--- src/rtl/md_pkg.sv ---
// Shared HI/LO op codes and issue-controller state encoding, used by the
// pipeline decoder, md_issue_ctrl and mul_div.
package md_pkg;

    localparam int OP_W = 4;

    localparam logic [OP_W-1:0] MD_MULT  = 4'h0;
    localparam logic [OP_W-1:0] MD_MULTU = 4'h1;
    localparam logic [OP_W-1:0] MD_DIV   = 4'h2;
    localparam logic [OP_W-1:0] MD_DIVU  = 4'h3;
    localparam logic [OP_W-1:0] MD_MTHI  = 4'h4;
    localparam logic [OP_W-1:0] MD_MTLO  = 4'h5;
    localparam logic [OP_W-1:0] MD_MFHI  = 4'h6;
    localparam logic [OP_W-1:0] MD_MFLO  = 4'h7;
    localparam logic [OP_W-1:0] MD_NONE  = 4'hF;

    typedef enum logic [1:0] {
        ST_IDLE   = 2'd0,
        ST_ISSUED = 2'd1,
        ST_WAIT   = 2'd2
    } md_state_t;

endpackage

--- src/rtl/md_issue_ctrl.sv ---
// E-stage initiator for the multiply/divide unit: issues Start/op/A/B, tracks the
// in-flight op, raises the D-stage stall and returns HI/LO for mfhi/mflo.
module md_issue_ctrl
    import md_pkg::*;
#(
    parameter int ACK_TIMEOUT = 4
) (
    input  logic            clk,
    input  logic            reset,
    input  logic            e_valid,
    input  logic [OP_W-1:0] e_md_op,
    input  logic [31:0]     e_rs,
    input  logic [31:0]     e_rt,
    input  logic            flush,
    input  logic            d_md_use,
    input  logic            md_busy,
    input  logic [31:0]     md_hi,
    input  logic [31:0]     md_lo,
    output logic            md_start,
    output logic [OP_W-1:0] md_op,
    output logic [31:0]     md_a,
    output logic [31:0]     md_b,
    output logic            stall_d,
    output logic [31:0]     e_md_rdata,
    output logic            md_err,
    output logic [1:0]      dbg_state
);

    localparam int ACK_W = (ACK_TIMEOUT > 1) ? $clog2(ACK_TIMEOUT) : 1;
    localparam logic [ACK_W-1:0] ACK_LAST = ACK_W'(ACK_TIMEOUT - 1);

    md_state_t        r_state;
    logic [ACK_W-1:0] r_ack_cnt;
    logic             r_err;

    logic w_kill;
    logic w_is_md;
    logic w_is_mt;
    logic w_idle;
    logic w_unit_free;
    logic w_start;
    logic w_mt_go;

    assign w_kill      = flush | ~e_valid;
    assign w_is_md     = (e_md_op <= MD_DIVU);
    assign w_is_mt     = (e_md_op == MD_MTHI) | (e_md_op == MD_MTLO);
    assign w_idle      = (r_state == ST_IDLE);
    // Gated by reset so the unit sees no Start and a neutral op during the reset cycle.
    assign w_unit_free = ~reset & ~w_kill & w_idle & ~md_busy;
    assign w_start     = w_is_md & w_unit_free;
    assign w_mt_go     = w_is_mt & w_unit_free;

    assign md_start   = w_start;
    // The unit writes Hi/Lo on mthi/mtlo whenever it is idle, so any other cycle must see MD_NONE.
    assign md_op      = (w_start | w_mt_go) ? e_md_op : MD_NONE;
    assign md_a       = e_rs;
    assign md_b       = e_rt;
    assign e_md_rdata = (e_md_op == MD_MFHI) ? md_hi :
                        (e_md_op == MD_MFLO) ? md_lo : 32'h0;
    // md_start and md_busy terms cover the Start->Busy gap before the FSM leaves IDLE.
    assign stall_d    = d_md_use & (~w_idle | w_start | md_busy);
    assign md_err     = r_err;
    assign dbg_state  = r_state;

    always_ff @(posedge clk) begin
        if (reset) begin
            r_state   <= ST_IDLE;
            r_ack_cnt <= '0;
            r_err     <= 1'b0;
        end else begin
            case (r_state)
                ST_IDLE: begin
                    if (w_start) begin
                        r_state   <= ST_ISSUED;
                        r_ack_cnt <= '0;
                    end
                end
                ST_ISSUED: begin
                    if (md_busy) begin
                        r_state <= ST_WAIT;
                    end else if (r_ack_cnt == ACK_LAST) begin
                        r_err   <= 1'b1;
                        r_state <= ST_IDLE;
                    end else begin
                        r_ack_cnt <= r_ack_cnt + 1'b1;
                    end
                end
                ST_WAIT: begin
                    if (!md_busy) r_state <= ST_IDLE;
                end
                default: r_state <= ST_IDLE;
            endcase
        end
    end

endmodule

--- config.mk ---
export PLATFORM = sky130hd
export DESIGN_NAME = md_issue_ctrl
export DESIGN_NICKNAME = d
export VERILOG_FILES = /design/src/rtl/md_pkg.sv /design/src/rtl/md_issue_ctrl.sv
export SDC_FILE = /design/constraint.sdc
export NUM_CORES = 1
export LEC_CHECK = 0
export CAP_MARGIN = 20
export CORE_AREA = 2 2 95 97
export DETAILED_ROUTE_END_ITERATION = 16
export DIE_AREA = 0 0 97 99
export PLACE_DENSITY = 0.72
export SYNTH_ARGS = -nofsm -noshare
export SYNTH_HDL_FRONTEND = slang
export SYNTH_SLANG_ARGS = --single-unit
--- constraint.sdc ---
create_clock -name clk -period 5.13 [get_ports clk]
set_clock_uncertainty 0.15 [all_clocks]
set_input_delay 0.7695 -clock clk [delete_from_list [all_inputs] [get_ports clk]]
set_output_delay 0.7695 -clock clk [all_outputs]
set_load 0.01 [all_outputs]
# Word-level counts from Yosys, hierarchy flattened
# Cells that the tools add are included.
totals:
  output_inout_bits: 105
  ff_bits: 5
op_classes:
  muxes: 12
  n_lt_le_gt_ge: 1
  eq_ne: 12
  n_bitwise: 16
  add_sub_neg: 1
  reduce_logical: 5
ops:
  columns: ["operator", "count"]
  rows:
  - ["32-bit 2-to-1 mux", 2]
  - ["4-bit by 3-bit equality test with 1-bit output, second input constant", 4]
  - ["2-bit 2-to-1 mux", 7]
  - ["1-bit bitwise AND", 6]
  - ["2-bit != test, second input constant", 3]
  - ["2-bit case mux with 3 select lines", 1]
  - ["3-bit AND reduction", 2]
  - ["1-bit inverter", 5]
  - ["1-bit bitwise OR", 5]
  - ["2-bit equality test, second input constant", 2]
  - ["4-bit by 2-bit less-or-equal comparator with 1-bit output, second input constant", 1]
  - ["4-bit 2-to-1 mux", 1]
  - ["2-bit case mux with 2 select lines", 1]
  - ["4-bit AND reduction", 1]
  - ["3-bit != test, second input constant", 1]
  - ["2-bit by 1-bit adder with 2-bit output, second input constant", 1]
  - ["2-bit by 1-bit equality test with 1-bit output, second input constant", 1]
  - ["2-bit logical NOT", 1]
  - ["2-bit by 1-bit != test with 1-bit output, second input constant", 1]
  - ["2-bit nonzero test", 1]

# Longest topological paths before layout
logic_depth:
  word_depth: 10
  ltp_mapped: 5

# Worst setup path after synthesis
# No wires, ideal clock.
synth_timing:
  path_type: "input to output"
  from: "input port e_md_op[3]"
  to: "output port md_op[0]"
  setup_slack_ns: 2.266
  path_stages: 3
  required_time_ns: 4.211
  path_buffers: 0
  t_arrival_ns: 1.945
  cell_sequence: "or4b_4 or2_1 or3b_1"
synth_between:
  elab_chain_cells: 5
  elab_cells_between_ends: 8
synth_lines:
  columns: ["element", "line", "source"]
  rows:
  - ["from (decl)", "md_issue_ctrl.sv:11", "input logic [OP_W-1:0] e_md_op,"]
  - ["branches (longest 3 deep; another with 4-bit by 2-bit less-or-equal comparator with 1-bit output)", null, null]
  - ["1-bit bitwise OR *", "md_issue_ctrl.sv:55", "assign md_op = (w_start | w_mt_go) ? e_md_op : MD_NONE;"]
  - ["4-bit 2-to-1 mux *", "md_issue_ctrl.sv:55", null]
  - ["to (decl)", "md_issue_ctrl.sv:20", "output logic [OP_W-1:0] md_op,"]
# Every way passes the cells marked *.

# Worst setup path in the final report
layout_timing:
  from: "input port reset"
  to: "output port md_op[0]"
layout_between:
  elab_chain_cells: 7
  elab_cells_between_ends: 8
layout_lines:
  columns: ["element", "line", "source"]
  rows:
  - ["from (decl)", "md_issue_ctrl.sv:9", "input logic reset,"]
  - ["1-bit inverter *", "md_issue_ctrl.sv:49", "assign w_unit_free = ~reset & ~w_kill & w_idle & ~md_busy;"]
  - ["1-bit bitwise AND * (3 in series)", "md_issue_ctrl.sv:49", null]
  - ["1-bit bitwise AND (on tied branches)", "md_issue_ctrl.sv:50, md_issue_ctrl.sv:51", null]
  - ["1-bit bitwise OR *", "md_issue_ctrl.sv:55", null]
  - ["4-bit 2-to-1 mux *", "md_issue_ctrl.sv:55", null]
# Every way passes the cells marked *; elsewhere a longest branch is shown, timed or not.

==> metrics.txt <==
status finished clean; drt wl/cell 13.0 microns; crit end category primary output; die area 9600 sq um; Power Density 108 nW/um^2; Register-to-Register Path Depth 4; first-pass GRT wire length 5580 microns; Yosys top cell by area buf_4; Synth area leaders buf_4, a22o_1, dfxtp_1, or3_1, buf_2; Post-Syn Nets 280; cts repair resizes 0; EDFF count, synth 0; Area growth, synth to finish 74.8%; Required @ worst endpoint 4210 ps; Worst Hold Path EP md_err; largest net degree at the start of global routing 33; synth cell count leaders buf_4, a22o_1, dfxtp_1; drt drc 0; worst-path maximum fanout 7; max frequency 258 MHz; r2r setup slk 3450 ps; fillcell total 928; hpwl dp 3210 microns; Clock Latency Late Sink 220 ps; initial core utilization 13.1%; vias in the first global route 1174; worst slew pin tran 347 ps; ANT cells 0; FF-to-FF End r_ack_cnt[0]; cell depth of the worst hold path 2; initial antenna violation count 0; clk slew on worst S/H paths 40 ps; Post-DP Area 1910 sq um; DRT Pass-1 Iters 3; mapped cell area 1120 sq um; Setup TNS 0 ps; total number of vias 1178; RSZ-0062 raised after global routing no; post-route ant nets 0; Primary FF master, synth dfxtp_1; Reg2Reg Launch Point r_ack_cnt[1]; final worst path period need 3880 ps; WL final 3860 microns; cell row count 34; Synth top area share 43.0%; critical path class in -> out; Worst Min Path Start md_err; type of origin of the critical path input pin; clock sink total 5; post-CTS setup buffer count 0; max cap viols 0; VDD IR-drop max 50.7 uV; IO Port Bufs 114; CTS max path bufs 2; synth warn 0; Hold Path Class reg -> reg; core box area 8550 sq um; ys async rst share 0%; Die Y 99 microns; Overall Global Routing Usage 7.19%; die span in x 97 microns; CTS tree built; GPL Wtd Cong 0.777; fin area 1950 sq um; H-tree depth 1; Final #Nets 330; Final Hold Viols 0; I/O pin cnt 243; crit path DAT 2960 ps; Yosys reg bits 5; post-cts hold buffer count 0; cells after synthesis 141; Final setup viols 0; Mean Syn Cell Area 7.92 sq um; Max-slew headroom 76.6%; layout cells sized above 1 4.74%; register area 100 sq um; LEAKAGE 0.681 nW; Yosys cell types 28; Remaining Overflow, GRT 0; CTS root buf clkbuf_8; top-count cell post-synth buf_4; sequential area share after synthesis 8.97%; TritonCTS Buffers 3; routed vias/inst 3.95; period utilisation layout 75.6%; number of DRC markers in iteration 0 8; area occupied by multi-input gates 507 sq um; final slew viol count 0
[per-stage QoR]
step	cells	setup WS [ps]	total power [mW]	utilization [%]	hold WS, ps
floorplan	141	2270	0.112	-	325
CTS	298	1260	0.214	22.8	345
global route	298	1190	0.221	22.8	371
finish	298	1250	0.211	22.8	339
detailed placement	294	1260	0.140	22.3	332
global placement	294	1290	0.138	22.3	314
[placed cells by master (no fill, tap or decap)]
cell,n
a41oi_1,1
a31oi_1,1
clkbuf_1,1
o31a_1,1
clkbuf_8,3
clkdlybuf4s50_1,114
or2_2,1
or4b_1,1
or4b_4,1
nand4b_1,1
nor3_1,1
o211ai_1,1
inv_1,2
ha_1,1
nand2b_1,2
dfxtp_1,5
nor3_2,1
nor2_1,3
a22o_1,32
nand3b_1,1
or3_1,4
nand2_1,2
xnor2_1,1
o21ai_0,1
or2_1,1
or3b_1,1
buf_4,2
nor3b_1,1
o311ai_0,1
o21a_1,1
nor3b_2,1
[worst max-delay path, cell delays in order]
cell	delay (ps)
clkdlybuf4s50_1	530
or4b_4	570
or2_1	250
or3b_1	350
clkdlybuf4s50_1	480
[worst max-delay path by stage]
stage,from,to,slack [ps],cells past startpoint
2_1_floorplan,e_md_op[3],md_op[0],2270,3
3_3_place_gp,reset,md_op[0],1290,5
3_5_place_dp,reset,md_op[0],1260,5
4_1_cts,reset,md_op[0],1260,5
5_1_grt,reset,md_op[0],1190,5
6_report,reset,md_op[0],1250,5
[power breakdown]
group	leakage [nW]	total, mW	switching (mW)	internal [mW]
Clock	0.0228	0.0723	0.0190	0.0533
Combinational	0.618	0.0990	0.0274	0.0716
Sequential	0.0403	0.0395	0.000255	0.0393
Total	0.681	0.211	0.0466	0.164
[logic make-up (layout without fill, tap and decap cells)]
logic type               count (synthesis)  after routing  synth area share [%]
buffers and inverters                   73            122                  46.5
AO/OA/AOI/OAI                           39             39                  29.8
AND/OR/NAND/NOR                         22             22                  12.8
flip-flops                               5              5                  8.97
adder cells (fa/ha/maj)                  1              1                  1.12
XOR/XNOR                                 1              1                 0.785
[routing by layer]
metal	vias to the layer above	global-route usage, %	share of wire, %
li1	546	-	-
met1	524	6.73	34
met2	76	13.0	51
met3	32	2.55	11
met4	0	5.20	4.1
met5	-	0	0
[layout make-up]
| class | count | area share [%] |
|---|---|---|
| clock buffer | 4 | 2.31 |
| inverter | 2 | 0.385 |
| timing repair buffer | 116 | 59.3 |
| multi-input combinational | 63 | 26.0 |
| tap | 108 | 6.93 |
| sequential | 5 | 5.13 |
[sequential cells by signal, summed over array words and instances (netlist names)]
signal,flops
dbg_state,2
r_ack_cnt,2
md_err,1
(Power assumes the default switching activity.)
